===== src/rtl/cnt_pkg.sv =====
// Shared constants and the load-clamp helper for the up/down modulus counter family.
// The clamp works at the widest supported counter width so any instance can use it.
package cnt_pkg;

    localparam logic CNT_UP    = 1'b1;
    localparam logic CNT_DOWN  = 1'b0;
    localparam int   CNT_MAX_W = 16;

    // Out-of-range load data is pinned to the last legal state, never left illegal.
    function automatic logic [CNT_MAX_W:0] cnt_clamp(
        input logic [CNT_MAX_W:0] d,
        input logic [CNT_MAX_W:0] modulus
    );
        return (d >= modulus) ? (modulus - 17'd1) : d;
    endfunction

endpackage


===== src/rtl/tc_detect.sv =====
// Terminal-value compare: combinational TC for cascading and the wrap strobe for this stage.
// Zero latency; TC is forced low while the asynchronous clear is held.
module tc_detect
    import cnt_pkg::*;
#(
    parameter int WIDTH   = 4,
    parameter int MODULUS = 16
) (
    input  logic [WIDTH-1:0] i_q,
    input  logic             i_ud,
    input  logic             i_cet,
    input  logic             i_cep,
    input  logic             i_clr,
    output logic             o_tc,
    output logic             o_wrap
);

    localparam logic [WIDTH-1:0] QMAX = WIDTH'(MODULUS - 1);

    logic w_at_term;

    assign w_at_term = (i_ud == CNT_UP) ? (i_q == QMAX) : (i_q == '0);
    assign o_tc      = i_cet & ~i_clr & w_at_term;
    // A wrap happens only when both enables are up at the terminal value.
    assign o_wrap    = i_cep & o_tc;

endmodule


===== src/rtl/updown_mod_counter.sv =====
// Presettable up/down counter with programmable modulus and CEP/CET/TC cascade; one edge to update Q.
// Optional sticky wrap flag OVF when CNT_OVF_FLAG_EN is defined. No backpressure: load > count > hold.
module updown_mod_counter
    import cnt_pkg::*;
#(
    parameter int WIDTH   = 4,
    parameter int MODULUS = 16
) (
    input  logic             CP,
    input  logic             CR,
    input  logic             PE,
    input  logic             CEP,
    input  logic             CET,
    input  logic             UD,
    input  logic [WIDTH-1:0] D,
    output logic [WIDTH-1:0] Q,
    output logic             TC
`ifdef CNT_OVF_FLAG_EN
    ,
    output logic             OVF
`endif
);

    localparam logic [WIDTH-1:0] QMAX = WIDTH'(MODULUS - 1);

    logic [WIDTH-1:0] r_q;
    logic [WIDTH-1:0] w_q_next;
    logic [WIDTH-1:0] w_load;
    logic             w_count_en;
    logic             w_wrap;

    tc_detect #(
        .WIDTH   (WIDTH),
        .MODULUS (MODULUS)
    ) u_tc_detect (
        .i_q    (r_q),
        .i_ud   (UD),
        .i_cet  (CET),
        .i_cep  (CEP),
        .i_clr  (CR),
        .o_tc   (TC),
        .o_wrap (w_wrap)
    );

    assign w_load     = WIDTH'(cnt_clamp(17'(D), 17'(MODULUS)));
    assign w_count_en = CEP & CET;

    always_comb begin
        w_q_next = r_q;
        if (!PE) begin
            w_q_next = w_load;
        end else if (w_count_en) begin
            // Wrap by compare so non-power-of-two moduli never leave 0..MODULUS-1.
            if (w_wrap) begin
                w_q_next = (UD == CNT_DOWN) ? QMAX : '0;
            end else if (UD == CNT_UP) begin
                w_q_next = r_q + WIDTH'(1);
            end else begin
                w_q_next = r_q - WIDTH'(1);
            end
        end
    end

    always_ff @(posedge CP or posedge CR) begin
        if (CR) begin
            r_q <= '0;
        end else begin
            r_q <= w_q_next;
        end
    end

    assign Q = r_q;

`ifdef CNT_OVF_FLAG_EN
    logic r_ovf;

    always_ff @(posedge CP or posedge CR) begin
        if (CR) begin
            r_ovf <= 1'b0;
        end else if (!PE) begin
            r_ovf <= 1'b0;
        end else if (w_wrap) begin
            r_ovf <= 1'b1;
        end
    end

    assign OVF = r_ovf;
`endif

endmodule

===== config.mk =====
export PLATFORM = sky130hd
export DESIGN_NAME = updown_mod_counter
export DESIGN_NICKNAME = d
export VERILOG_FILES = /design/src/rtl/cnt_pkg.sv /design/src/rtl/tc_detect.sv /design/src/rtl/updown_mod_counter.sv
export SDC_FILE = /design/constraint.sdc
export NUM_CORES = 1
export LEC_CHECK = 0
export BUFFER_PORTS_ARGS = -buffer_cell sky130_fd_sc_hd__buf_2
export CELL_PAD_IN_SITES_DETAIL_PLACEMENT = 2
export CELL_PAD_IN_SITES_GLOBAL_PLACEMENT = 2
export CORE_MARGIN = 10
export CORE_UTILIZATION = 27
export CTS_BUF_LIST = sky130_fd_sc_hd__clkbuf_4 sky130_fd_sc_hd__clkbuf_8
export CTS_CLUSTER_DIAMETER = 60
export CTS_CLUSTER_SIZE = 25
export DETAILED_ROUTE_END_ITERATION = 10
export GPL_ROUTABILITY_DRIVEN = 1
export PLACE_DENSITY = 0.8
export SYNTH_ARGS = -nofsm -noshare
export SYNTH_HDL_FRONTEND = slang
export SYNTH_SLANG_ARGS = --single-unit

===== constraint.sdc =====
create_clock -name CP -period 2.1 [get_ports CP]
set_input_delay 0.21 -clock CP [delete_from_list [all_inputs] [get_ports CP]]
set_output_delay 0.21 -clock CP [all_outputs]
set_load 0.02 [all_outputs]

# After elaboration in Yosys (flattened, before gate mapping)
# Cells that the tools add are included.
# totals
regBits	4
output_inout_bits	5
# classes
reduce_logical	1
n_eq_ne	2
bitwise_logic	5
mux	6
n_addsub	2
# op_table
cell	n
$mux 4	5
$add 4x1->4 const B	1
$and 1x1->1	4
$eq 4x4->1 const B	1
$logic_not 4->1	1
$sub 4x1->4 const B	1
$ne 2x1->1 const B	1
$mux 1	1
$not 1->1	1

# Longest topological paths before layout
# logic_depth
word_depth	7
depth_mapped	6
depth_no_buf	6

# By module
# Synthesis repeated with hierarchy kept, for this count alone.
# unflattened
hier_cells	46
area_unflattened_um2	395.4
# by_module_without_submodules
module	cells_per_inst	n_inst	seq_area_each_um2	area_per_inst_um2
updown_mod_counter	38	1	100.1	336.6
tc_detect	8	1	0.0	58.8

# Worst setup path before layout
# Ideal clock, no wire load.
# synth_timing
path_kind	register -> output
startpoint	reg r_q[1] (netlist: Q[1])
endpoint	out TC
path_stages_with_launch	4
n_path_buf	0
slack_ns	0.330
arrival_ns	1.560
required_ns	1.890
path_cell_list	dfrtp_1 or4_4 o22ai_1 and3_1
# synth_via
elab_chain_cells	3
word_cells_on_any_way	4
cone_classes	1 x eq/ne; 1 x mux; 1 x bitwise; 1 x reduce/logical
# synth_rtl
item	line	text
start, declared	updown_mod_counter.sv:26	logic [WIDTH-1:0] r_q;
start signal, assigned	updown_mod_counter.sv:68	r_q <= w_q_next;
$eq 4x4->1 / $logic_not 4->1 (equally long branches)	tc_detect.sv:22	assign w_at_term = (i_ud == CNT_UP) ? (i_q == QMAX) : (i_q == '0);
$mux 1 (*)	tc_detect.sv:22	
$and 1x1->1 (*)	tc_detect.sv:23	assign o_tc = i_cet & ~i_clr & w_at_term;
end, declared	updown_mod_counter.sv:17	output logic TC
# Mark *: on every way between the ends. The rest lies on a longest branch, timed or not.

# Final worst setup path
# layout_timing
startpoint	reg r_q[2] (netlist: Q[2])
endpoint	out TC
# Same word-level chain as after synthesis.

==> impl_results.md <==
* Vias in the first global route at 453
* Diode count at 0
* Leak pwr at 0.240 nW
* Worst Path Arrival at 1.80 ns
* Postcts setup bufs at 0
* Sw Share at 0.368
* Root buf cell: clkbuf_4
* Worst Path Max Fanout at 6
* Drt first pass iters at 4
* Max Fclk at 498 MHz
* Pwr per Cell Area at 652 nW/um2
* Combinational Power Share at 0.366
* Flop pwr share at 0.334
* Cell-internal power at 0.206 mW
* Max-slew violation count at 0
* Period utilisation layout at 0.957
* Total number of vias at 402
* Gr ovfl total at 0
* Die Span Y at 57.5 um
* Post-route minimum period at 2.01 ns
* CP startpoint kind: flip-flop
* # setup viols final at 0
* Endpoint type of the worst setup path: primary output
* Status: complete, no violations
* Initial Util at 0.289
* Worst path max stage delay at 0.55 ns
* Number of flip-flops in the largest register at 4
* Total CTS buffers at 3
* Clock network power share at 0.300
* Multi-input gate area at 262 um2
* Antenna-violating nets left at 0
* Cell taking the most area after synthesis: dfrtp_1
* Area after DPL at 459 um2
* First-pass GRT wire length at 2.15 mm
* Clock Sinks at 4
* Routed vias/inst at 5.43
* DR DRC count at 0
* # IOs at 15
* Core area at 1320 um2
* Initial drt markers at 5
* Drt wl/cell at 17.2 um
* Setup skew after layout at 0.00237 ns
* Critical-path cell list: or4_4, o22ai_2, and3_1, buf_2
* CP Class: reg -> out
* WP data required at 1.89 ns
* Layout cell share with drive strength beyond 1 at 0.390
* DIE AREA at 3310 um2
* Worst-Skew Late Latency at 0.24 ns
* Routed WL at 1.27 mm
* Synth unique cells at 26
* FF/Latch Area at 101 um2
* Peak VDD IR at 0.000278 V
* # fillers at 151
* Clock-pin slew on the worst setup and hold paths at 0.04 ns
* H-tree Lvls at 1
* FF+latch count, synth at 4
* Largest cells by area after synthesis: dfrtp_1 26%, ha_1 6.6%, o221a_1 5.9%
* Netlist Area Pre-Place at 380 um2
* Synthesized instance count at 43
* Post-synth top area share at 0.263
* Sw Pwr at 0.120 mW
* Largest net degree at the start of global routing at 10
* Final Wtd Congestion at 0.726
* Nets@finish at 74
* Total track usage at 0.0848
* Sequential share of the synthesized area at 0.263
* Slew HR at 0.770
* Layout area overhead at 31.2%
* Initial antenna violation count at 0
* Min-Delay Path Class: in -> reg
* DP HPWL at 1.04 mm
* Site Rows at 13
* Setup Total Neg Slack at 0 ns
* Syn. warnings at 0
* CP max stage cell: or4_4
* Max_cap viols at 0
* RSZ-0062 raised after global routing: false
* Cell family with the largest share of critical-path delay: simple AND/OR/NAND/NOR gates
* Synth Net Count at 56
* CTS tree: built
* Die W at 57.5 um
* Final hold vios at 0
* Design area at 499 um2
* PortBufs at 14
* Worst path bufs/invs at 1
* Synthesized area per cell at 8.85 um2
* Deepest clock path buffer count at 2
* Worst-Margin Slew at 0.345 ns
* Pwr Total at 0.326 mW
synthesized netlist by cell type:
library cell / count
a31oi_1: 1
and3_1: 2
dfrtp_1: 4
xnor2_1: 2
nand4_1: 1
and2_1: 1
o221a_1: 2
fa_1: 1
or3_4: 1
ha_1: 2
buf_2: 1
o22ai_2: 1
o21ai_0: 1
o22ai_1: 1
o211a_1: 1
nor2_1: 3
nand3_2: 1
nand3_1: 2
a311oi_1: 1
nor3b_1: 1
or4_4: 1
inv_1: 4
nand2_1: 3
xor2_1: 1
clkbuf_2: 1
a21oi_1: 3
per-layer routing:
layer | vias up | GRT usage | share of wire
met2 | 15 | 0.129 | 0.49
li1 | 190 | - | -
met1 | 195 | 0.0925 | 0.44
met3 | 2 | 0.0288 | 0.048
met4 | 0 | 0.0705 | 0.022
met5 | - | 0 | 0
area by class of cell:
type / count / area share
Tap cell: 15 / 0.0376
Inverter: 4 / 0.0301
Clock buffer: 3 / 0.0451
Timing Repair Buffer: 15 / 0.160
Multi-Input combinational cell: 33 / 0.524
Sequential cell: 4 / 0.203
power groups by stage:
stage / clock, mW / combinational (mW) / sequential [mW]
detailed placement: 0 / 0.119 / 0.108
floorplan: 0 / 0.0694 / 0.115
global placement: 0 / 0.114 / 0.108
finish: 0.0977 / 0.119 / 0.109
global route: 0.111 / 0.133 / 0.112
CTS: 0.102 / 0.123 / 0.108
layout by cell type, fill, tap and decap left out, types with 2 or more instances in the layout:
cell type,n
buf_2,14
dfrtp_1,3
o221a_1,2
nor2_1,3
a21oi_1,3
xnor2_1,2
and3_1,2
o22ai_2,2
ha_1,2
nand3_1,2
inv_1,4
nand2_1,3
clkbuf_4,3
tightest hold or removal path: stages:
cell and delay, ns:
buf_2 0.07, nor2_1 0.03, a21oi_1 0.10
worst paths after layout:
kind | slack [ns] | end | cells past startpoint | startpoint
setup / recovery | 0.09 | TC | 4 | Q[2]
hold / removal | 0.22 | Q[0] | 3 | D[0]
setup reg to reg | 0.37 | Q[3] | 4 | Q[2]
hold reg to reg | 0.70 | Q[1] | 2 | Q[1]
max in group asynchronous | 1.44 | Q[1] | 3 | CR
min in group asynchronous | 0.45 | Q[2] | 3 | CR
per-stage QoR:
step / instances / hold slack (ns) / utilization / setup slack (ns)
floorplan: 43 / -0.00233 / - / 0.330
global placement: 70 / 0.160 / 0.349 / 0.328
detailed placement: 70 / 0.155 / 0.349 / 0.247
CTS: 74 / 0.216 / 0.378 / 0.0581
global route: 74 / 0.239 / 0.379 / 0.0176
finish: 74 / 0.220 / 0.379 / 0.0906
logic make-up (layout without fill, tap and decap cells):
kind of cell / after synthesis / count (layout) / synth area share
compound gates: 11 / 11 / 0.227
flops: 4 / 4 / 0.263
simple gates: 16 / 16 / 0.257
buf+inv: 6 / 22 / 0.0658
xor+xnor: 3 / 3 / 0.0691
fa+ha+maj: 3 / 3 / 0.118
what timing repair did:
action,in CTS,in global routing
endpoints found under the hold margin,4,0
hold buffers,1,0
endpoints found under the setup margin,1,1
resized for setup,1,1
cloned,0,0
Power figures use the tool's default switching activity.
